<file path="src/rtl/ballot_input_controller.sv">
// Ballot input controller: synchronizes and debounces three candidate buttons and
// emits at most one single-cycle vote pulse per ballot armed by the polling official.
//
// state    | meaning
// ---------+--------------------------------------------------------------
// LOCKED   | no ballot open; waiting for arm
// ARMED    | ballot open; waiting for a press, timeout timer running
// DEBOUNCE | press pattern latched; waiting for it to stay stable
// CAST     | single cycle; vote pulse is high, count is updated on exit
// RELEASE  | waiting for all buttons to stay released
module ballot_input_controller #(
  parameter int DEBOUNCE_CYCLES = 4,
  parameter int TIMEOUT_CYCLES  = 1000
) (
  input  logic       clk,
  input  logic       reset_n,
  input  logic       arm,
  input  logic       btn_1,
  input  logic       btn_2,
  input  logic       btn_3,
  output logic       vote_candidate_1,
  output logic       vote_candidate_2,
  output logic       vote_candidate_3,
  output logic       ballot_ready,
  output logic       vote_rejected,
  output logic       ballot_timeout,
  output logic [7:0] ballots_cast
);

  typedef enum logic [2:0] {
    S_LOCKED   = 3'd0,
    S_ARMED    = 3'd1,
    S_DEBOUNCE = 3'd2,
    S_CAST     = 3'd3,
    S_RELEASE  = 3'd4
  } state_t;

  // Timers are down-counters: the load value is the number of further samples
  // needed after the current one before the terminal count is reached.
  localparam logic [7:0]  DEB_LOAD = 8'(DEBOUNCE_CYCLES - 2);
  localparam logic [7:0]  REL_LOAD = 8'(DEBOUNCE_CYCLES - 1);
  localparam logic [15:0] TMO_LOAD = 16'(TIMEOUT_CYCLES - 1);

  state_t      state_q, state_d;
  logic [2:0]  sync_q, btn_s;
  logic [2:0]  pat_q, pat_d;
  logic        used_q, used_d;
  logic [15:0] tmo_q, tmo_d;
  logic [7:0]  deb_q, deb_d;
  logic [7:0]  rel_q, rel_d;
  logic [7:0]  count_q, count_d;
  logic [2:0]  vote_q, vote_d;
  logic        rej_q, rej_d;
  logic        tout_q, tout_d;
  logic        ready_q, ready_d;
  logic        pat_onehot;

  always_ff @(posedge clk or negedge reset_n) begin
    if (!reset_n) begin
      sync_q <= '0;
      btn_s  <= '0;
    end else begin
      sync_q <= {btn_3, btn_2, btn_1};
      btn_s  <= sync_q;
    end
  end

  assign pat_onehot = (pat_q == 3'b001) || (pat_q == 3'b010) || (pat_q == 3'b100);

  always_comb begin
    state_d = state_q;
    pat_d   = pat_q;
    used_d  = used_q;
    tmo_d   = tmo_q;
    deb_d   = deb_q;
    rel_d   = rel_q;
    count_d = count_q;
    vote_d  = '0;
    rej_d   = 1'b0;
    tout_d  = 1'b0;
    unique case (state_q)
      S_LOCKED: begin
        if (arm) begin
          state_d = S_ARMED;
          tmo_d   = TMO_LOAD;
          used_d  = 1'b0;
        end
      end
      S_ARMED: begin
        // a press seen on the terminal-count edge wins over the timeout
        if (btn_s != 3'b000) begin
          pat_d   = btn_s;
          deb_d   = DEB_LOAD;
          state_d = S_DEBOUNCE;
        end else if (tmo_q == 16'd0) begin
          state_d = S_LOCKED;
          tout_d  = 1'b1;
        end else begin
          tmo_d = tmo_q - 16'd1;
        end
      end
      S_DEBOUNCE: begin
        if (btn_s != pat_q) begin
          state_d = S_ARMED;
          deb_d   = '0;
        end else if (deb_q == 8'd0) begin
          if (pat_onehot) begin
            state_d = S_CAST;
            vote_d  = pat_q;
          end else begin
            state_d = S_RELEASE;
            rel_d   = REL_LOAD;
            rej_d   = 1'b1;
          end
        end else begin
          deb_d = deb_q - 8'd1;
        end
      end
      S_CAST: begin
        count_d = count_q + 8'd1;
        used_d  = 1'b1;
        rel_d   = REL_LOAD;
        state_d = S_RELEASE;
      end
      S_RELEASE: begin
        // an unused ballot re-opens with the timeout window still running
        if (btn_s != 3'b000) begin
          rel_d = REL_LOAD;
        end else if (rel_q == 8'd0) begin
          state_d = used_q ? S_LOCKED : S_ARMED;
        end else begin
          rel_d = rel_q - 8'd1;
        end
      end
      default: state_d = S_LOCKED;
    endcase
    ready_d = (state_d == S_ARMED) || (state_d == S_DEBOUNCE);
  end

  always_ff @(posedge clk or negedge reset_n) begin
    if (!reset_n) begin
      state_q <= S_LOCKED;
      pat_q   <= '0;
      used_q  <= 1'b0;
      tmo_q   <= '0;
      deb_q   <= '0;
      rel_q   <= '0;
      count_q <= '0;
      vote_q  <= '0;
      rej_q   <= 1'b0;
      tout_q  <= 1'b0;
      ready_q <= 1'b0;
    end else begin
      state_q <= state_d;
      pat_q   <= pat_d;
      used_q  <= used_d;
      tmo_q   <= tmo_d;
      deb_q   <= deb_d;
      rel_q   <= rel_d;
      count_q <= count_d;
      vote_q  <= vote_d;
      rej_q   <= rej_d;
      tout_q  <= tout_d;
      ready_q <= ready_d;
    end
  end

  assign vote_candidate_1 = vote_q[0];
  assign vote_candidate_2 = vote_q[1];
  assign vote_candidate_3 = vote_q[2];
  assign vote_rejected    = rej_q;
  assign ballot_timeout   = tout_q;
  assign ballot_ready     = ready_q;
  assign ballots_cast     = count_q;

endmodule

</file>
<file path="config.mk">
export PLATFORM = sky130hd
export DESIGN_NAME = ballot_input_controller
export DESIGN_NICKNAME = d
export VERILOG_FILES = /design/src/rtl/ballot_input_controller.sv
export SDC_FILE = /design/constraint.sdc
export NUM_CORES = 1
export LEC_CHECK = 0
export BUFFER_PORTS_ARGS = -buffer_cell sky130_fd_sc_hd__buf_2
export CAP_MARGIN = 10
export CELL_PAD_IN_SITES_DETAIL_PLACEMENT = 1
export CELL_PAD_IN_SITES_GLOBAL_PLACEMENT = 2
export CORE_MARGIN = 2
export CORE_UTILIZATION = 35
export DETAILED_ROUTE_END_ITERATION = 10
export HOLD_SLACK_MARGIN = 0.1
export PLACE_DENSITY_LB_ADDON = 0.1
export SLEW_MARGIN = 5
export SYNTH_ARGS = -nofsm -noshare
export SYNTH_HDL_FRONTEND = slang
export SYNTH_SLANG_ARGS = --single-unit
</file>
<file path="constraint.sdc">
create_clock -name clk -period 1.9 [get_ports clk]
set_input_delay 0.285 -clock clk [delete_from_list [all_inputs] [get_ports clk]]
set_output_delay 0.285 -clock clk [all_outputs]
set_load 0.02 [all_outputs]
</file>
==> key figures <==
Drt
  • Final routed DRC violation total: 0
  • Ratio of routed vias to standard cells: 5.12
  • Via total after detailed routing: 2569
  • Final ANT Viol Nets: 0
  • Total iterations of the first detailed-routing run: 4
  • Number of DRC markers after the initial detailed-route iteration: 97
  • Routed WL per cell: 16.0 microns
  • Total Wirelength: around 8000 microns

Worst setup path
  • Highest fanout seen on the critical path: 2
  • Required @ worst endpoint: approximately 2.2 ns
  • Data arrival, critical path: ~2.3 ns
  • Largest stage delay on the critical path: between 0.5 and 0.6 ns
  • Crit path max-delay cell type: or4_4
  • List of cells traversed by the critical path: or4_4 > or3_4 > or2_0 > or3_1 > a21oi_2
  • CP startpoint kind: register
  • Category of the critical setup timing path: reg -> reg
  • Nature of the critical path endpoint: register

Global route
  • Pin count of the biggest net entering global routing: 40
  • All-layer global routing usage: 18.1%
  • Overflow left after global routing: 0
  • Number of antenna violations at the first check in global routing: 0
  • Vias in the first global route: 2558
  • First-pass GRT wire length: 12400 microns

Cells and area
  • Area of all placed cells without fillers: about 4200 sq um
  • Finished Layout Cells: 502
  • Final core area utilization: approximately 52%
  • Final-stage net count: 405
  • Area Overhead vs Synth: 47.3%
  • Share of final-layout standard cells stronger than drive strength 1: 43.3%
  • Total of fill cells in the finished design: 916
  • Antenna cells: 0

Place
  • HPWL after detailed placement: roughly 5400 microns
  • Total placed cells including tap cells: 467
  • Post-Place Worst Slack: -0.148 ns
  • Global placement routability congestion: 0.791
  • DP Area: 3570 sq um
  • IO Port Bufs: 19

Timing
  • Least-Margin Pin Slew: 0.525 ns
  • Smallest setup slack after layout: -0.110 ns
  • Headroom to the max-slew limit: 65.0%
  • Worst hold slack after final layout: 0.348 ns
  • Largest clock skew in the final design: 0.00707 ns
  • Number of slew-limit violations in the final report: 0
  • Final hold violation count: 0
  • Final setup violation count: 7
  • Clock period minus worst slack: 2.01 ns
  • Maximum clock frequency: 498 MHz
  • Setup repair after global routing missed its margin: yes
  • Crit share post-route: 106%

Floorplan
  • Die width: ~94 microns
  • Core Area: approximately 8100 sq um
  • Height of the die: about 94 microns
  • Boundary Pins: 20
  • Effective utilization at floorplan: between 30% and 40%
  • Std-Cell Rows: 33
  • Die outline area: 8930 sq um

Yosys
  • Library cells used by synthesis: 50
  • Number of flip-flops and latches in the synthesized netlist: 59
  • Proportion of synthesized chip area in sequential cells: 51.5%
  • Mean cell area of the mapped netlist: 10.1 sq um
  • Synthesized netlist cell count: between 200 and 300
  • Dominant register cell in the synthesized netlist: dfrtp_1
  • Cell accounting for the most synthesized area: dfrtp_1
  • Post-Syn Area: 2870 sq um
  • Fraction of registers with async set or reset after synthesis: 100%
  • Post-synthesis net count: ~300
  • Yosys warns: 0
  • Post-synth EDFFs: 0
  • Share of the synthesized area in the top cell type: 51.5%
  • Synth area leaders: dfrtp_1, o21ai_0, xnor2_1, nand2_1, nor2_1

Power
  • Maximum VDD drop: 567 uV
  • Power per cell area: 1110 nW/um^2
  • Leak pwr: around 0.0019 uW

Clock network
  • Clock tree buffer depth: 2
  • Max H-tree Level: 3
  • Clock slew at the register clock pins of the worst setup and hold paths: 0.07 ns
  • TritonCTS Buffers: 9
  • CTS root buf: clkbuf_8
  • Clock tree from TritonCTS: yes
  • Worst-Skew Late Latency: ~0.34 ns
  • Clock sink count: 59

Status
  • Run status: finished with violations
  • Violated checks: negative setup slack

Min path
  • Class of the worst hold path: reg -> reg

Run
  • Number of maximum-capacitance violations: 0
[cells by family after synthesis]
family                   synth area share (%)
AO/OA/AOI/OAI                            13.5
XOR/XNOR                                 6.11
adder cells (fa/ha/maj)                  2.18
buffers and inverters                    2.75
flip-flops                               51.5
multiplexers                             1.09
AND/OR/NAND/NOR                          22.9
[stage by stage]
step / total power, uW / TNS (ns)
detailed placement: 3330 / -1.23
global placement: 3280 / -0.323
floorplan: 2550 / -0.119
CTS: 4510 / -0.242
global route: 4970 / -2.26
finish: 4690 / -0.335
[worst max-delay path, delay by kind of cell (launching register included)]
kind / cells / cell delay [ns]
and+or+nand+nor: 4 / 1.44
DFF: 1 / 0.39
AOI/OAI and AO/OA: 1 / 0.11
[state kept, by name, indices dropped and copies added (netlist names), 3 cells and up]
register and count:
rel_q 8, vote_q 3, btn_s 3, tmo_q 16, state_q 3, pat_q 3
ballots_cast 8, sync_q 3, deb_q 8
[Yosys cell counts, types with 4 or more instances]
library cell	count
inv_1	8
nor3b_1	4
a22o_1	4
o21ai_0	31
nor4_1	6
xor2_1	9
dfrtp_1	59
a21oi_1	14
ha_1	5
nand2b_1	4
xnor2_1	11
or3_1	7
nand4_1	4
nor2_1	23
clkbuf_1	4
nor3_1	9
nand3_1	8
nand2_1	24
[path summary, 6_finish.rpt]
path                            slack (ns)        end  depth (start not counted)       from
worst min-delay path                  0.35   btn_s[0]                          0  sync_q[0]
max in group asynchronous             0.83   btn_s[1]                          3    reset_n
worst min register to register        0.35   btn_s[0]                          0  sync_q[0]
worst max-delay path                 -0.11  tmo_q[13]                          5   tmo_q[7]
worst max register to register       -0.11  tmo_q[13]                          5   tmo_q[7]
min in group asynchronous             0.45   rel_q[6]                          2    reset_n
[cells in the final DEF (no fill, tap or decap), types with 3 or more instances in the layout]
cell type      synthesis  final
buf_2                  3     19
or3_4                  0      3
xnor2_1               11     11
nand3_1                8      6
nor2_1                23     22
dlygate4sd3_1          0      4
nand2b_1               4      3
buf_6                  1     12
buf_4                  1     71
a21oi_1               14     11
a22o_1                 4      4
clkinv_2               0      3
xor2_1                 9      9
inv_1                  8      8
a21oi_2                0      3
nor3_1                 9      6
ha_1                   5      5
or3_1                  7      5
dfrtp_1               59     57
nor3b_2                1      3
nand4_1                4      4
o21ai_1                0     10
o21ai_2                0      8
nand2_1               24     23
o21ai_0               31     13
clkbuf_8               0     11
nor4_4                 1      3
[routing by layer]
layer,global-route usage [%],routed length (microns)
met4,8.33,166
met3,2.71,131
met1,22.7,3610
met2,30.6,4130
met5,0,0
[area by class of cell]
type	count	area (sq um)	share of cell area, %
multi-input combinational	209	1590	37.7
tap	105	131	3.11
timing repair buffer	107	823	19.5
clock inverter	3	15.0	0.356
inverter	8	30.0	0.711
sequential	59	1480	35.0
clock buffer	11	151	3.59
[where the power goes]
part | total (uW) | switching [uW] | internal [uW]
Combinational | 2050 | 1050 | 1000
Clock | 1020 | 494 | 523
Sequential | 1620 | 185 | 1440
Total | 4690 | 1730 | 2960
[what timing repair did]
action | in CTS | in global routing
gates cloned | 1 | 1
endpoints found under the hold margin | 23 | 0
gates resized for setup | 21 | 65
setup buffers | 8 | 9
pin swaps | 11 | 18
hold buffers | 4 | 0
endpoints found under the setup margin | 23 | 32
Power figures use the tool's default switching activity.
